<file path="src/rtl/jtdsp16_sio_tx.sv">
// jtdsp16_sio_tx: DSP16 serial output port, SDX holding register feeding a 16-bit shifter
// Ports: rst/clk/cen (async reset, clock, clock enable); sdx_wr/sdx_din write SDX;
// len8/msb_first/clkdiv set frame length, bit order and bit period 2^(clkdiv+2);
// ock/sdo/ose are the serial clock, data and first-bit sync; obe = SDX empty; busy = shifting.
module jtdsp16_sio_tx #(
  parameter int DIVW = 5
) (
  input  logic        rst,
  input  logic        clk,
  input  logic        cen,
  input  logic        sdx_wr,
  input  logic [15:0] sdx_din,
  input  logic        len8,
  input  logic        msb_first,
  input  logic [1:0]  clkdiv,
  output logic        ock,
  output logic        sdo,
  output logic        ose,
  output logic        obe,
  output logic        busy
);
  typedef enum logic [1:0] {IDLE, LOAD, SHIFT} state_t;
  state_t state_q, state_d;
  logic [15:0] sdx_q, sdx_d, shr_q, shr_d;
  logic full_q, full_d, len8_q, len8_d, msbf_q, msbf_d;
  logic [3:0] cnt_q, cnt_d;
  logic [DIVW-1:0] pre_q, pre_d, tc_v, half_v;
  logic [1:0] div_q, div_d;
  logic tc;
  // the divider in use is resampled only at LOAD and at each prescaler wrap
  assign tc_v   = DIVW'((32'd4 << div_q) - 32'd1);
  assign half_v = DIVW'(32'd2 << div_q);
  assign tc     = pre_q == tc_v;
  always_comb begin
    state_d = state_q;
    sdx_d   = sdx_q;
    full_d  = full_q;
    shr_d   = shr_q;
    cnt_d   = cnt_q;
    pre_d   = pre_q;
    div_d   = div_q;
    len8_d  = len8_q;
    msbf_d  = msbf_q;
    if (cen) begin
      case (state_q)
        IDLE: state_d = full_q ? LOAD : IDLE;
        LOAD: begin
          shr_d   = sdx_q;
          full_d  = 1'b0;
          cnt_d   = len8 ? 4'd7 : 4'd15;
          pre_d   = '0;
          div_d   = clkdiv;
          len8_d  = len8;
          msbf_d  = msb_first;
          state_d = SHIFT;
        end
        SHIFT: begin
          pre_d = tc ? '0 : pre_q + DIVW'(1);
          if (tc) begin
            shr_d   = msbf_q ? shr_q << 1 : shr_q >> 1;
            cnt_d   = cnt_q - 4'd1;
            div_d   = clkdiv;
            state_d = cnt_q == 4'd0 ? (full_q ? LOAD : IDLE) : SHIFT;
          end
        end
        default: state_d = IDLE;
      endcase
      // a write on the LOAD tick keeps SDX full with the new word
      if (sdx_wr) begin
        sdx_d  = sdx_din;
        full_d = 1'b1;
      end
    end
  end
  always_ff @(posedge clk or posedge rst) begin
    if (rst) begin
      state_q <= IDLE;
      sdx_q   <= '0;
      full_q  <= 1'b0;
      shr_q   <= '0;
      cnt_q   <= '0;
      pre_q   <= '0;
      div_q   <= '0;
      len8_q  <= 1'b0;
      msbf_q  <= 1'b0;
    end else begin
      state_q <= state_d;
      sdx_q   <= sdx_d;
      full_q  <= full_d;
      shr_q   <= shr_d;
      cnt_q   <= cnt_d;
      pre_q   <= pre_d;
      div_q   <= div_d;
      len8_q  <= len8_d;
      msbf_q  <= msbf_d;
    end
  end
  assign busy = state_q == SHIFT;
  assign obe  = !full_q;
  assign ock  = busy && pre_q >= half_v;
  assign sdo  = busy && (msbf_q ? (len8_q ? shr_q[7] : shr_q[15]) : shr_q[0]);
  assign ose  = busy && cnt_q == (len8_q ? 4'd7 : 4'd15);
endmodule
</file>
<file path="config.mk">
export PLATFORM = sky130hd
export DESIGN_NAME = jtdsp16_sio_tx
export DESIGN_NICKNAME = d
export VERILOG_FILES = /design/src/rtl/jtdsp16_sio_tx.sv
export SDC_FILE = /design/constraint.sdc
export NUM_CORES = 1
export LEC_CHECK = 0
export CAP_MARGIN = 20
export CORE_MARGIN = 2
export CORE_UTILIZATION = 59
export CTS_BUF_LIST = sky130_fd_sc_hd__clkbuf_8
export DETAILED_ROUTE_END_ITERATION = 10
export PLACE_DENSITY = 0.83
export SYNTH_ARGS = -nofsm -noshare
export SYNTH_HDL_FRONTEND = slang
export SYNTH_SLANG_ARGS = --single-unit
</file>
<file path="constraint.sdc">
create_clock -name clk -period 2.69 [get_ports clk]
set_input_delay 0.4035 -clock clk [delete_from_list [all_inputs] [get_ports clk]]
set_output_delay 0.4035 -clock clk [all_outputs]
set_load 0.01 [all_outputs]
</file>
== Yosys cells after proc, flatten, opt, wreduce, memory -nomap -nowiden ==
Cells that the tools add are included.

* $mul: 0
* Bitwise gates (word level): 0
* Reduce and logical (&&, ||, !) cells: 14
* Order comparisons: 1
* $add $sub $neg: 3
* Mux-type cells: 19
* Equality and inequality tests: 5
* Divide/modulo/power cells: 0
* Shift-type cells: 2

{| class="wikitable"
|+ Operator list
! kind !! count
|-
| $mux 16 || 2
|-
| $pmux 16 s2 || 1
|-
| $mux 4 || 3
|-
| $pmux 5 s2 || 1
|-
| $reduce_and 2->1 || 5
|-
| $pmux 4 s2 || 1
|-
| $mux 2 || 3
|-
| $pmux 2 s3 || 1
|-
| $add 5x1->5 const B || 1
|-
| $eq 5x5->1 || 1
|-
| $ge 5x5->1 || 1
|-
| $mux 1 || 5
|-
| $mux 5 || 1
|-
| $shl 2x2->5 const A || 1
|-
| $shl 3x2->5 const A || 1
|-
| $sub 5x1->5 const B || 1
|-
| $eq 4x4->1 || 1
|-
| $logic_not 4->1 || 1
|-
| $pmux 2 s2 || 1
|-
| $reduce_bool 2->1 || 2
|-
| $sub 4x1->4 const B || 1
|-
| $logic_and 1x1->1 || 3
|-
| $reduce_and 3->1 || 1
|-
| $eq 2x1->1 const B || 1
|-
| other kinds (4) || 4
|}

* Bits in latches: 0
* RAM bits: 0
* Bits in read-only memories: 0
* Memories: 0
* Logic and storage cells: 53
* Register bits after elaboration: 48

== Logic depth before layout (Yosys ltp) ==
* Depth after elaboration: 5
* Depth in mapped cells: 8
* Mapped depth without buffers: 6

== Least setup slack after synthesis ==
Ideal clock, no wire load.

* Path type: reg2reg
* From: register state_q[0]
* To: register cnt_q[1]
* Arrival: 1.957 ns
* Buffers on the path: 2
* Required time: 2.563 ns
* Stages on the path, launching flop included: 9
* Library setup time: 0.127 ns
* Slack: 0.605 ns
* Cells stage by stage: dfrtp_1 inv_1 ha_1 clkbuf_1 and3_1 a32oi_1 o21ai_4 buf_6 mux2_1

* Word-level cells in the longest chain between the ends: 3

{| class="wikitable"
|+ Ends and longest elaborated chain
! element !! line !! text
|-
| start: declaration || 23 || <nowiki>state_t state_q, state_d;</nowiki>
|-
| start signal: assignment || 87 || <nowiki>state_q <= state_d;</nowiki>
|-
| $eq 2x2->1 * || - ||
|-
| net busy || 20 || <nowiki>output logic busy</nowiki>
|-
| $ne 2x1->1 (no source line) / $reduce_bool 2->1 (equally long branches) || - ||
|-
| $reduce_and 3->1 (no source line) || - ||
|-
| end signal: assignment || 91 || <nowiki>cnt_q <= cnt_d;</nowiki>
|-
| end: declaration || 26 || <nowiki>logic [3:0] cnt_q, cnt_d;</nowiki>
|}

Mark *: on every way through the listed nets, which the timed path passes. The rest lies on a longest branch.
A chain may end at the register's enable or synchronous reset.

== Worst setup path after layout ==
* From: register div_q[1]
* To: output port ock

* Word-level cells in the longest chain between the ends: 3

{| class="wikitable"
|+ Ends and longest elaborated chain
! element !! line !! text
|-
| start: declaration || 28 || <nowiki>logic [1:0] div_q, div_d;</nowiki>
|-
| start signal: assignment || 93 || <nowiki>div_q <= div_d;</nowiki>
|-
| $shl 2x2->5 || 32 || <nowiki>assign half_v = DIVW'(32'd2 << div_q);</nowiki>
|-
| $ge 5x5->1 || 100 || <nowiki>assign ock = busy && pre_q >= half_v;</nowiki>
|-
| $logic_and 1x1->1 || 100 ||
|-
| end: declaration || 16 || <nowiki>output logic ock,</nowiki>
|}

Every way passes these cells.

==> results.md <==
- Critical Path RT: around 2300 ps
- Syn_nets: 294
- Setup crit end kind: output port
- Critical R2R Capture: shr_q[6]
- Worst-Skew Late Latency: 300 ps
- Worst Hold Class: in -> async
- Clk buf depth: 2
- Wire per inst: about 16 µm
- Ports: 29
- # rows: 24
- Post-route setup TNS: 0 ps
- Slowest library cell on the worst path: dfrtp_1
- XOR/XNOR share of the synthesized area: 0.639%
- FILL cells: around 310
- Placed standard-cell area: 3100 µm²
- Yosys top cell area share: 43.8%
- Synth Register Bits: 48
- Post-synth cell types: 52
- Number of instances in the placed design: roughly 330
- Iter 0 DRT Violations: 111
- Compound-gate portion of the synthesized area: 13.0%
- Status: finished, final reports clean
- Worst-path clk slew: 90 ps
- Nets: ~320
- Largest family of logic cells by synthesized area: multiplexers
- Die H: 72.2 µm
- First-pass GRT wire length: ~9100 µm
- R2r setup slk: 440 ps
- Largest net degree at the start of global routing: 24
- Delay of the slowest critical-path stage: between 300 and 400 ps
- Post-CTS sizing: 0
- Detailed-route wire length: around 5300 µm
- Post-CTS setup buffer count: 0
- Vias in the first global route: a little under 2,000
- Final instance area: roughly 3200 µm²
- Core area: 4410 µm²
- Period utilization: 88.1%
- Cell area after synthesis: between 2000 and 3000 µm²
- Top cells by area, synth: dfrtp_1 44%, mux2_1 7.4%, mux2_2 7.4%
- DRT Pass-1 Iters: 4
- Dominant cell type by area after synthesis: dfrtp_1
- Hold Buf Count CTS: 0
- Congestion Overflow GR: 0
- Die Area: 5210 µm²
- Post-synthesis mux area share: between 20% and 30%
- Worst-margin pin slew: 688 ps
- H-tree Lvls: 2
- Drt drc: 0
- Vias: 2,031
- Endpoints failing setup: 0
- Cell repeated most along the worst path: o21a_1
- Crit-path cells: or2_2 -> ha_1 -> o21a_1 -> o21a_1 -> o21ai_0 -> a21oi_1 -> dlymetal6s2s_1
- RSZ-0062 raised after global routing: false
- DP HPWL: between 3000 and 4000 µm
- Critical Path Start: div_q[1]
- Syn_area_per_cell: 10.6 µm²
- Num CTS Buffers: 5
- FMAX: 0.422 GHz
- Initial antenna violation count: 0
- FF-to-FF path depth: 5
- Relative slew slack: a little over half
- Share of flip-flops with an asynchronous set or reset: 100%
- Critical path endpoint: ock
- Final GP Congestion: 0.795
- Post-synthesis sequential area ratio: roughly 44%
- Simple-gate share of the synthesized area: 12.4%
- Final Hold Vio Count: 0
- Initial Utilization: between 60 and 70%
- Die W: just over 70 µm
- Syn. warnings: 0
- Max Clock Skew: 6.37 ps
- Share of cells above drive strength 1: 14.9%
- CTS tree: built
- Peak VDD IR: 0.568 mV
- Total GRT Usage: 22.3%
- Via-to-Cell Ratio: 5.96
- Cells after Synth: ~260
- Antenna viol nets, final: 0
- Synth Area in Adders: 5.47%
- Pwr dens: 920 nW/µm²
- Antenna cells: 0
- Launch point of the worst reg-to-reg path: div_q[1]
- Root buf cell: clkbuf_8
- Post-synth EDFFs: 0
- Final min period: 2370 ps
- Worst Path Arrival: between 1500 and 2000 ps
- Crit Path Max Fanout: 2
- Synth-to-Final Area Change: 16.4%
- Main synth FF type: dfrtp_1
- Startpoint types: flip-flop
- Buffers added on ports: 28
- Leak: 1.42 nW
- Final non-filler cell total: about 340
- WS Path Type: reg -> out
- Max-cap viol count: 0
- CTS Sinks: 48
- Max-slew violations: 0
-- cells by family (layout without fill, tap and decap cells) --
logic type	after synthesis	in the layout
fa+ha+maj	12	12
xor+xnor	2	2
mux	52	52
flops	48	48
compound gates	50	50
buf+inv	27	58
simple gates	67	67
-- where the power goes --
part | switching, mW | internal, mW | total (mW)
Clock | 0.231 | 0.202 | 0.433
Sequential | 0.222 | 0.971 | 1.19
Combinational | 0.651 | 0.660 | 1.31
Total | 1.10 | 1.83 | 2.94
-- per-stage QoR --
stage	util [%]	setup WS [ps]	hold slack [ps]	total power, mW
3_3_place_gp	70.2	357	461	2.45
6_report	72.3	320	396	2.94
4_1_cts	72.3	4.09	407	2.95
3_5_place_dp	70.2	339	466	2.51
2_1_floorplan	-	605	447	2.14
5_1_grt	72.3	200	432	3.17
-- cell usage after synthesis, types with 2 or more instances --
master and n:
dfrtp_1 48, nor2_1 21, mux2_1 18, mux2_2 18
a21oi_1 16, mux2i_1 16, nand2_1 14, clkbuf_1 12
ha_1 12, inv_1 11, nand3_1 10, o21ai_0 5
and2_1 3, nand4_1 3, nor4_1 3, o21a_1 3
a211oi_1 2, a21o_1 2, a31o_2 2, a32o_1 2
a41oi_1 2, and3_1 2, buf_2 2, nand2b_1 2
o211ai_1 2
-- worst min path at each step --
stage           start    endpoint  depth (start not counted)
3_3_place_gp   full_q      full_q                          2
5_1_grt           rst    sdx_q[2]                          2
2_1_floorplan  full_q      full_q                          2
6_report          rst  state_q[0]                          2
4_1_cts           rst  state_q[0]                          2
3_5_place_dp   full_q      full_q                          2
-- layout make-up --
class / instances / area [µm²] / share of cell area (%)
clock inverters: 2 / 7.51 / 0.235
well taps: 52 / 65.1 / 2.04
inverters: 11 / 41.3 / 1.29
clock buffers: 6 / 82.6 / 2.59
multi-input cells: 183 / 1430 / 44.8
flip-flops and latches: 48 / 1200 / 37.6
repair buffers: 39 / 365 / 11.4
-- cell usage in the layout (no fill, tap or decap), types with 5 or more instances in the layout --
cell type        Yosys  final
a21oi_1             16     16
buf_4                0     11
clkbuf_8             0      6
clkdlybuf4s50_1      0     27
dfrtp_1             48     48
ha_1                12     12
inv_1               11     12
mux2_1              18     18
mux2_2              18     18
mux2i_1             16     16
nand2_1             14     14
nand3_1             10     10
nor2_1              21     21
o21ai_0              5      5
-- worst max-delay path, delay by kind of cell, from the launching register on --
kind / cells / cell delay [ps]
compound gates: 4 / 570
flops: 1 / 380
simple gates: 1 / 290
fa+ha+maj: 1 / 270
buf+inv: 1 / 170
-- layer usage --
metal	global-route usage, %	share of wire [%]	vias up
met3	4.31	3.0	8
met5	0	0	-
met1	29.3	46	989
li1	-	-	998
met2	38.2	50	36
met4	5.87	1.4	0
-- sequential cells by signal (all words and copies together), names as in the netlist --
register / cells
full_q: 1
pre_q: 5
div_q: 2
state_q: 2
len8_q: 1
shr_q: 16
msbf_q: 1
sdx_q: 16
cnt_q: 4
No activity file was read; power rests on OpenSTA's default activity.
